[config.mk]
export PLATFORM = sky130hd
export DESIGN_NAME = uart_rx
export DESIGN_NICKNAME = d
export VERILOG_FILES = /design/src/rtl/uart_rx.sv
export SDC_FILE = /design/constraint.sdc
export NUM_CORES = 1
export LEC_CHECK = 0
export ABC_CLOCK_PERIOD_IN_PS = 2800
export CAP_MARGIN = 5
export CORE_ASPECT_RATIO = 1.75
export CORE_MARGIN = 2
export CORE_UTILIZATION = 60
export DETAILED_ROUTE_END_ITERATION = 6
export HOLD_SLACK_MARGIN = 0.03
export PLACE_DENSITY_LB_ADDON = 0.2
export RECOVER_POWER = 50
export SLEW_MARGIN = 20
export SYNTH_ARGS = -nofsm -noshare
export SYNTH_HDL_FRONTEND = slang
export SYNTH_SLANG_ARGS = --single-unit
[constraint.sdc]
create_clock -name clk -period 2.8 [get_ports clk]
set_input_delay 0.7 -clock clk [delete_from_list [all_inputs] [get_ports clk]]
set_output_delay 0.7 -clock clk [all_outputs]
set_load 0.05 [all_outputs]
[src/rtl/uart_rx.sv]
// rtl/uart_rx.sv - oversampling UART receiver: start, DATA_LEN data bits LSB first, parity, stop.
// Define UART_RX_MAJORITY_VOTE_EN for a 2-of-3 vote around each sample point.
module uart_rx #(
    parameter int DATA_LEN    = 8,
    parameter int PARITY_TYPE = 1,
    parameter int OVERSAMPLE  = 16
) (
    input  logic                clk,
    input  logic                rst,
    input  logic                baud_tick_rx,
    input  logic                rx_in,
    output logic [DATA_LEN-1:0] rx_data,
    output logic                rx_valid,
    output logic                parity_err,
    output logic                frame_err,
    output logic                rx_busy
);

    localparam int TW = $clog2(OVERSAMPLE);
    localparam int BW = $clog2(DATA_LEN + 1);

    localparam logic [2:0] IDLE   = 3'd0;
    localparam logic [2:0] START  = 3'd1;
    localparam logic [2:0] DATA   = 3'd2;
    localparam logic [2:0] PARITY = 3'd3;
    localparam logic [2:0] STOP   = 3'd4;

    logic                meta_q, rx_s_q;
    logic [2:0]          state_q, state_d;
    logic                armed_q, armed_d;
    logic [TW-1:0]       tick_cnt_q, tick_cnt_d;
    logic [BW-1:0]       bit_cnt_q, bit_cnt_d;
    logic [DATA_LEN-1:0] shreg_q, shreg_d;
    logic                perr_q, perr_d;
    logic [DATA_LEN-1:0] rx_data_q, rx_data_d;
    logic                parity_err_q, parity_err_d;
    logic                frame_err_q, frame_err_d;
    logic                rx_valid_q, rx_valid_d;

    logic [TW-1:0] sample_pt;
    logic          at_pt;
    logic          bit_val;
    logic          exp_par;

    // The start bit is sampled half a bit in; every later bit a full bit period after that.
    assign sample_pt = (state_q == START) ? TW'(OVERSAMPLE / 2 - 1) : TW'(OVERSAMPLE - 1);
    assign at_pt     = (tick_cnt_q == sample_pt);
    assign exp_par   = (PARITY_TYPE != 0) ? ^shreg_q : ~^shreg_q;

`ifdef UART_RX_MAJORITY_VOTE_EN
    logic vote_a_q, vote_b_q;

    always_ff @(posedge clk or posedge rst) begin
        if (rst) begin
            vote_a_q <= 1'b1;
            vote_b_q <= 1'b1;
        end else if (baud_tick_rx) begin
            if (tick_cnt_q == sample_pt - TW'(2)) vote_a_q <= rx_s_q;
            if (tick_cnt_q == sample_pt - TW'(1)) vote_b_q <= rx_s_q;
        end
    end

    assign bit_val = (vote_a_q & vote_b_q) | (vote_a_q & rx_s_q) | (vote_b_q & rx_s_q);
`else
    assign bit_val = rx_s_q;
`endif

    always_comb begin
        state_d      = state_q;
        armed_d      = armed_q;
        tick_cnt_d   = tick_cnt_q;
        bit_cnt_d    = bit_cnt_q;
        shreg_d      = shreg_q;
        perr_d       = perr_q;
        rx_data_d    = rx_data_q;
        parity_err_d = parity_err_q;
        frame_err_d  = frame_err_q;
        rx_valid_d   = 1'b0;
        if (baud_tick_rx) begin
            case (state_q)
                IDLE: begin
                    if (!armed_q) begin
                        if (rx_s_q) armed_d = 1'b1;
                    end else if (!rx_s_q) begin
                        state_d    = START;
                        tick_cnt_d = '0;
                    end
                end
                START: begin
                    if (at_pt) begin
                        tick_cnt_d = '0;
                        bit_cnt_d  = '0;
                        state_d    = bit_val ? IDLE : DATA;
                    end else begin
                        tick_cnt_d = tick_cnt_q + TW'(1);
                    end
                end
                DATA: begin
                    if (at_pt) begin
                        tick_cnt_d = '0;
                        shreg_d    = {bit_val, shreg_q[DATA_LEN-1:1]};
                        bit_cnt_d  = bit_cnt_q + BW'(1);
                        if (bit_cnt_q == BW'(DATA_LEN - 1)) state_d = PARITY;
                    end else begin
                        tick_cnt_d = tick_cnt_q + TW'(1);
                    end
                end
                PARITY: begin
                    if (at_pt) begin
                        tick_cnt_d = '0;
                        perr_d     = (bit_val != exp_par);
                        state_d    = STOP;
                    end else begin
                        tick_cnt_d = tick_cnt_q + TW'(1);
                    end
                end
                STOP: begin
                    if (at_pt) begin
                        tick_cnt_d   = '0;
                        rx_data_d    = shreg_q;
                        parity_err_d = perr_q;
                        frame_err_d  = ~bit_val;
                        rx_valid_d   = 1'b1;
                        // A low stop bit may be a break; wait for the line to return high.
                        armed_d      = bit_val;
                        state_d      = IDLE;
                    end else begin
                        tick_cnt_d = tick_cnt_q + TW'(1);
                    end
                end
                default: state_d = IDLE;
            endcase
        end
    end

    always_ff @(posedge clk or posedge rst) begin
        if (rst) begin
            meta_q       <= 1'b1;
            rx_s_q       <= 1'b1;
            state_q      <= IDLE;
            armed_q      <= 1'b1;
            tick_cnt_q   <= '0;
            bit_cnt_q    <= '0;
            shreg_q      <= '0;
            perr_q       <= 1'b0;
            rx_data_q    <= '0;
            parity_err_q <= 1'b0;
            frame_err_q  <= 1'b0;
            rx_valid_q   <= 1'b0;
        end else begin
            meta_q       <= rx_in;
            rx_s_q       <= meta_q;
            state_q      <= state_d;
            armed_q      <= armed_d;
            tick_cnt_q   <= tick_cnt_d;
            bit_cnt_q    <= bit_cnt_d;
            shreg_q      <= shreg_d;
            perr_q       <= perr_d;
            rx_data_q    <= rx_data_d;
            parity_err_q <= parity_err_d;
            frame_err_q  <= frame_err_d;
            rx_valid_q   <= rx_valid_d;
        end
    end

    assign rx_data    = rx_data_q;
    assign rx_valid   = rx_valid_q;
    assign parity_err = parity_err_q;
    assign frame_err  = frame_err_q;
    assign rx_busy    = (state_q != IDLE);

endmodule

==> results.yml, run 1 <==
placed_design:
  place_ws_ns: 0.338
  port-buffer-count: 15
  place_hpwl_um: 2250
  finalWeightedCongestion: 0.844
synth:
  yosys_register_bits: 34
  ys_seq_area_share_pct: 52.3
  synth-edff-count: 0
  synth_common_cells: "dfrtp_1 (31), mux2_1 (15), nand2_1 (11)"
  synth-main-ff-cell: "dfrtp_1"
  yosysMostFrequentCell: "dfrtp_1"
  syn_inst: 138
  synth_area_um2: 1640
  async_flop_share_pct: 100
  synth_area_per_cell_um2: 11.9
  yosysTopAreaCellShare_pct: 47.4
  ys_types: 42
  yosysWarningCount: 0
  synth_nets: 144
  synth_top_cell_by_area: "dfrtp_1"
  ys_top_cells_by_area: "dfrtp_1 (47%), mux2_1 (10%), dfstp_2 (4.8%)"
clock_network:
  clk_path_buf_depth: 2
  clock_latency_ns: 0.28
  clkTransAtPathRegs_ns: 0.07
  numCtsBuffers: 5
  cts_sinks: 34
  post-cts-setup-buffer-count: 0
  root_buffer: "clkbuf_8"
  cts_max_level: 2
  cts_tree: "built"
worst_setup_path:
  slowest_delay_ns: 0.53
  crit_fanout: 13
  critPathTopFamily: "flip-flops"
  r2r_start: "state_q[1]"
  worstRegToRegCells: 5
  cp_slowest_cell: "dfrtp_1"
  startpoint: "state_q[1]"
  cp.arrival_ns: 1.73
  r2r_slack_ns: 0.60
  end_kind: "output pin"
  crit_path_end: "rx_busy"
  start_kind: "flop"
  cp_cell_sequence: "nor3_1 -> inv_2 -> dlymetal6s2s_1"
  crit_buf_inv: 2
  path_depth: 3
  r2r_end: "tick_cnt_q[2]"
  path_class: "reg2out"
  required_ns: 2.10
outcome:
  status: "finished, final reports clean"
finish:
  antenna_cells: 0
  fin_nets: 164
  n_fill_cell: 195
  areaGrowthSynthToFinish_pct: 16.3
  layout-drive-gt1-share_pct: 17.0
timing:
  setup_viol: 0
  hold_viol: 0
  setup_tns_ns: 0
  rsz0062_at_grt: "no"
  fmax_mhz: 412
  final.setup.worst_slack_ns: 0.375
  slew_violations: 0
  worst_pin_slew_ns: 0.797
  maxSlewHeadroom_pct: 46.8
  worst_hold_slack_ns: 0.363
  period_share_pct: 86.6
  period_minus_slack_ns: 2.43
  clock_skew_ns: 0.00561
pwr:
  p_leak_nw: 0.925
  intPower_mw: 0.892
  power.total_mw: 1.32
  p_sw_mw: 0.424
  power_frac_seq_pct: 44.6
  combPwrFrac_pct: 23.9
  switching_share_pct: 32.2
  pwr-share-clk_pct: 31.5
  vdd_drop_max_uv: 472
  power_density_nw_per_um2: 692
die:
  num_io_pins: 16
  die_h_um: 73.1
  die_w_um: 43.5
  coreArea_um2: 2660
  die_area_um2: 3180
  rows: 25
  start_util_pct: 61.5
route:
  vias_per_cell: 6.11
  ant_nets: 0
  routed_wl_um: 3120
  drtPass1Iterations: 4
  drc: 0
  drtIter0Drc: 20
  wl_per_cell_um: 16.8
  dr_total_vias: 1136
min_path:
  hold_class: "reg2reg"
  hp-start: "meta_q"
global_routing:
  grt_overflow_total: 0
  antenna_found_initial: 0
  track_usage_pct: 24.1
  grt_pass1_wl_um: 5600
  grt_pass1_vias: 1244
  grt_max_degree: 35
flow_run:
  maxCapViolCount: 0
## cell families after synthesis
group | Yosys count | synth area share (%)
flip-flops | 34 | 52.3
AND/OR/NAND/NOR | 37 | 12.9
buffers and inverters | 11 | 3.83
XOR/XNOR | 8 | 4.28
adder cells (fa/ha/maj) | 2 | 1.53
AO/OA/AOI/OAI | 27 | 12.2
multiplexers | 19 | 13.1
## layout make-up
class                      instances  area (um^2)  area share (%)
inverter                           5         18.8           0.987
multi-input combinational         93          704            37.0
clock buffer                       8          110            5.79
timing repair buffer              19          180            9.47
sequential                        34          855            44.9
tap                               27         33.8            1.78
## layout by cell type, fill, tap and decap left out, drive strengths merged, types with 2 or more instances in the layout
cell type / instances
nand3: 5
dlygate4sd3: 2
a21o: 2
inv: 5
xor2: 2
o211ai: 2
o21ai: 11
nor3: 4
xnor2: 6
nor2b: 2
nor2: 6
or4b: 2
a21oi: 2
buf: 3
a22o: 2
o31ai: 4
and3: 2
ha: 2
mux2: 19
clkbuf: 9
clkdlybuf4s50: 12
nand2: 11
dfrtp: 31
dfstp: 3
## through the flow
step           util, %  cells  instance area (um^2)
6_report          71.5    186                  1900
5_1_grt           71.5    186                  1900
4_1_cts           72.0    186                  1920
3_5_place_dp      67.9    178                  1810
3_3_place_gp      67.9    178                  1810
2_1_floorplan        -    138                  1640
## worst min path at each step
| stage | depth (start not counted) | endpoint | slack, ns |
|---|---|---|---|
| after global placement | 0 | bit_val | 0.35 |
| after CTS | 0 | bit_val | 0.36 |
| after detailed placement | 0 | bit_val | 0.36 |
| after floorplan | 0 | bit_val | 0.35 |
| after global routing | 0 | bit_val | 0.37 |
| final | 0 | bit_val | 0.36 |
## power by group through the flow
stage	registers (mW)	clock network (mW)	logic [mW]
floorplan	0.567	0	0.290
global placement	0.595	0	0.317
detailed placement	0.597	0	0.323
CTS	0.588	0.420	0.326
global route	0.595	0.442	0.354
finish	0.587	0.414	0.314
## routing by layer
metal	part of all wire, %	track usage [%]
met1	36	25.5
met2	59	45.1
met3	2.9	4.21
met4	1.9	10.4
met5	0	0
## registers in the layout, summed over array words and instances, names as in the netlist
register    cells
perr_q          1
armed_q         1
frame_err       1
parity_err      1
tick_cnt_q      4
meta_q          1
rx_valid        1
rx_data         8
state_q         3
bit_val         1
shreg_q         8
bit_cnt_q       4
## repair_timing
action                     CTS  global route
gates resized for setup      0             1
setup endpoints to repair    0             1
hold buffers                 0             0
## worst register-to-register path: stages, from the launching register on
cell and delay [ns]:
dfrtp_1 0.53, nor3_1 0.50, inv_2 0.08, o21ai_0 0.64, nor2_1 0.12, o22a_1 0.22
Power figures use the tool's default switching activity.
==> run 2: changes to the inputs <==
ABC_CLOCK_PERIOD_IN_PS = default   (was 2800)
CORE_UTILIZATION = 30   (was 60)
==> results.yml, run 2 (synthesized netlist as in run 1, its figures left out) <==
timing:
  slew_violations: 0
  period_minus_slack_ns: 2.52
  setup_tns_ns: 0
  setup_viol: 0
  period_share_pct: 90.1
  rsz0062_at_grt: "no"
  final.setup.worst_slack_ns: 0.276
  hold_viol: 0
  clock_skew_ns: 0.00799
  worst_pin_slew_ns: 0.824
  fmax_mhz: 396
  maxSlewHeadroom_pct: 45.0
route:
  drc: 0
  routed_wl_um: 3060
  drtPass1Iterations: 4
  dr_total_vias: 1115
  drtIter0Drc: 55
  wl_per_cell_um: 14.3
  ant_nets: 0
  vias_per_cell: 5.19
worst_setup_path:
  start_kind: "flop"
  path_depth: 3
  end_kind: "output pin"
  r2r_end: "tick_cnt_q[3]"
  slowest_delay_ns: 0.71
  startpoint: "state_q[0]"
  r2r_start: "state_q[1]"
  worstRegToRegCells: 6
  crit_path_end: "rx_busy"
  critPathTopFamily: "buffers and inverters"
  r2r_slack_ns: 0.91
  required_ns: 2.10
  cp.arrival_ns: 1.82
  cp_slowest_cell: "clkdlybuf4s50_1"
  cp_cell_sequence: "nor3_2 -> inv_2 -> clkdlybuf4s50_1"
  crit_fanout: 3
  path_class: "reg2out"
  crit_buf_inv: 2
global_routing:
  grt_overflow_total: 0
  track_usage_pct: 12.2
  antenna_found_initial: 0
  grt_max_degree: 35
  grt_pass1_wl_um: 5530
  grt_pass1_vias: 1175
finish:
  layout-drive-gt1-share_pct: 18.8
  antenna_cells: 0
  areaGrowthSynthToFinish_pct: 21.0
  final_common_cell: "dfrtp_1"
  final_cell_mix: "dfrtp_1 (31), mux2_1 (15), clkdlybuf4s50_1 (12)"
  fin_nets: 165
  utilization_pct: 37.7
  instances_no_fill: 215
clock_network:
  clk_path_buf_depth: 2
  clkTransAtPathRegs_ns: 0.07
  root_buffer: "clkbuf_8"
  post-cts-setup-buffer-count: 0
  cts_hold_buf: 0
  ctsResizeCount: 0
  cts_tree: "built"
  numCtsBuffers: 5
  cts_sinks: 34
  cts_max_level: 2
  clock_latency_ns: 0.29
min_path:
  hold_class: "reg2reg"
  min_path_cells: 0
pwr:
  vdd_drop_max_uv: 282
  power_density_nw_per_um2: 736
  p_leak_nw: 0.934
  power.total_mw: 1.46
placed_design:
  place_hpwl_um: 2240
  finalWeightedCongestion: 0.842
  port-buffer-count: 15
  place_ws_ns: 0.308
  placed_cells: 207
die:
  num_io_pins: 16
  start_util_pct: 31.1
  die_h_um: 102
  rows: 35
  die_w_um: 59.8
  coreArea_um2: 5260
  die_area_um2: 6080
flow_run:
  maxCapViolCount: 0
outcome:
  status: "finished, final reports clean"
==> run 2: cell count changes in the layout (fill, tap and decap cells not counted), sizes merged <==
| cell | delta |
|---|---|
| dlymetal6s2s | -1 |
| dlygate4sd3 | +1 |
| bufinv | +2 |
| clkbuf | -2 |
| clkinv | +1 |
==> run 2: power by group <==
group	switching, mW	internal (mW)
Sequential	0.0380	0.528
Clock	0.184	0.357
Combinational	0.224	0.126
==> run 2: stage by stage <==
| stage | hold WS (ns) | cell area, um^2 |
|---|---|---|
| 2_1_floorplan | 0.345 | 1640 |
| 3_3_place_gp | 0.346 | 1850 |
| 3_5_place_dp | 0.353 | 1850 |
| 4_1_cts | 0.364 | 1990 |
| 5_1_grt | 0.369 | 1980 |
| 6_report | 0.362 | 1980 |
==> run 2: worst min path at each step <==
stage	slack, ns	to	from
floorplan	0.35	bit_val	meta_q
global placement	0.35	bit_val	meta_q
detailed placement	0.35	bit_val	meta_q
CTS	0.36	bit_val	meta_q
global route	0.37	bit_val	meta_q
finish	0.36	bit_val	meta_q
==> run 2: worst register-to-register path, delay by kind of cell (launching register included) <==
| family | cells | cell delay (ns) |
|---|---|---|
| compound gates | 2 | 0.30 |
| buf+inv | 1 | 0.41 |
| flops | 1 | 0.36 |
| simple gates | 3 | 0.76 |
==> run 2: cell type report <==
class                      count  area, um^2
clock buffer                   5        68.8
clock inverter                 3        68.8
fill                         517        3280
inverter                       5        18.8
multi-input combinational     93         718
sequential                    34         855
tap                           55        68.8
timing repair buffer          20         181
==> run 2: routing by layer <==
layer  vias to the layer above  GRT usage, %  part of all wire [%]
li1                        536             -                     -
met5                         -             0                     0
met2                        19          20.6                    56
met3                         5          2.68                   2.7
met1                       555          14.0                    39
met4                         0          6.15                   2.1
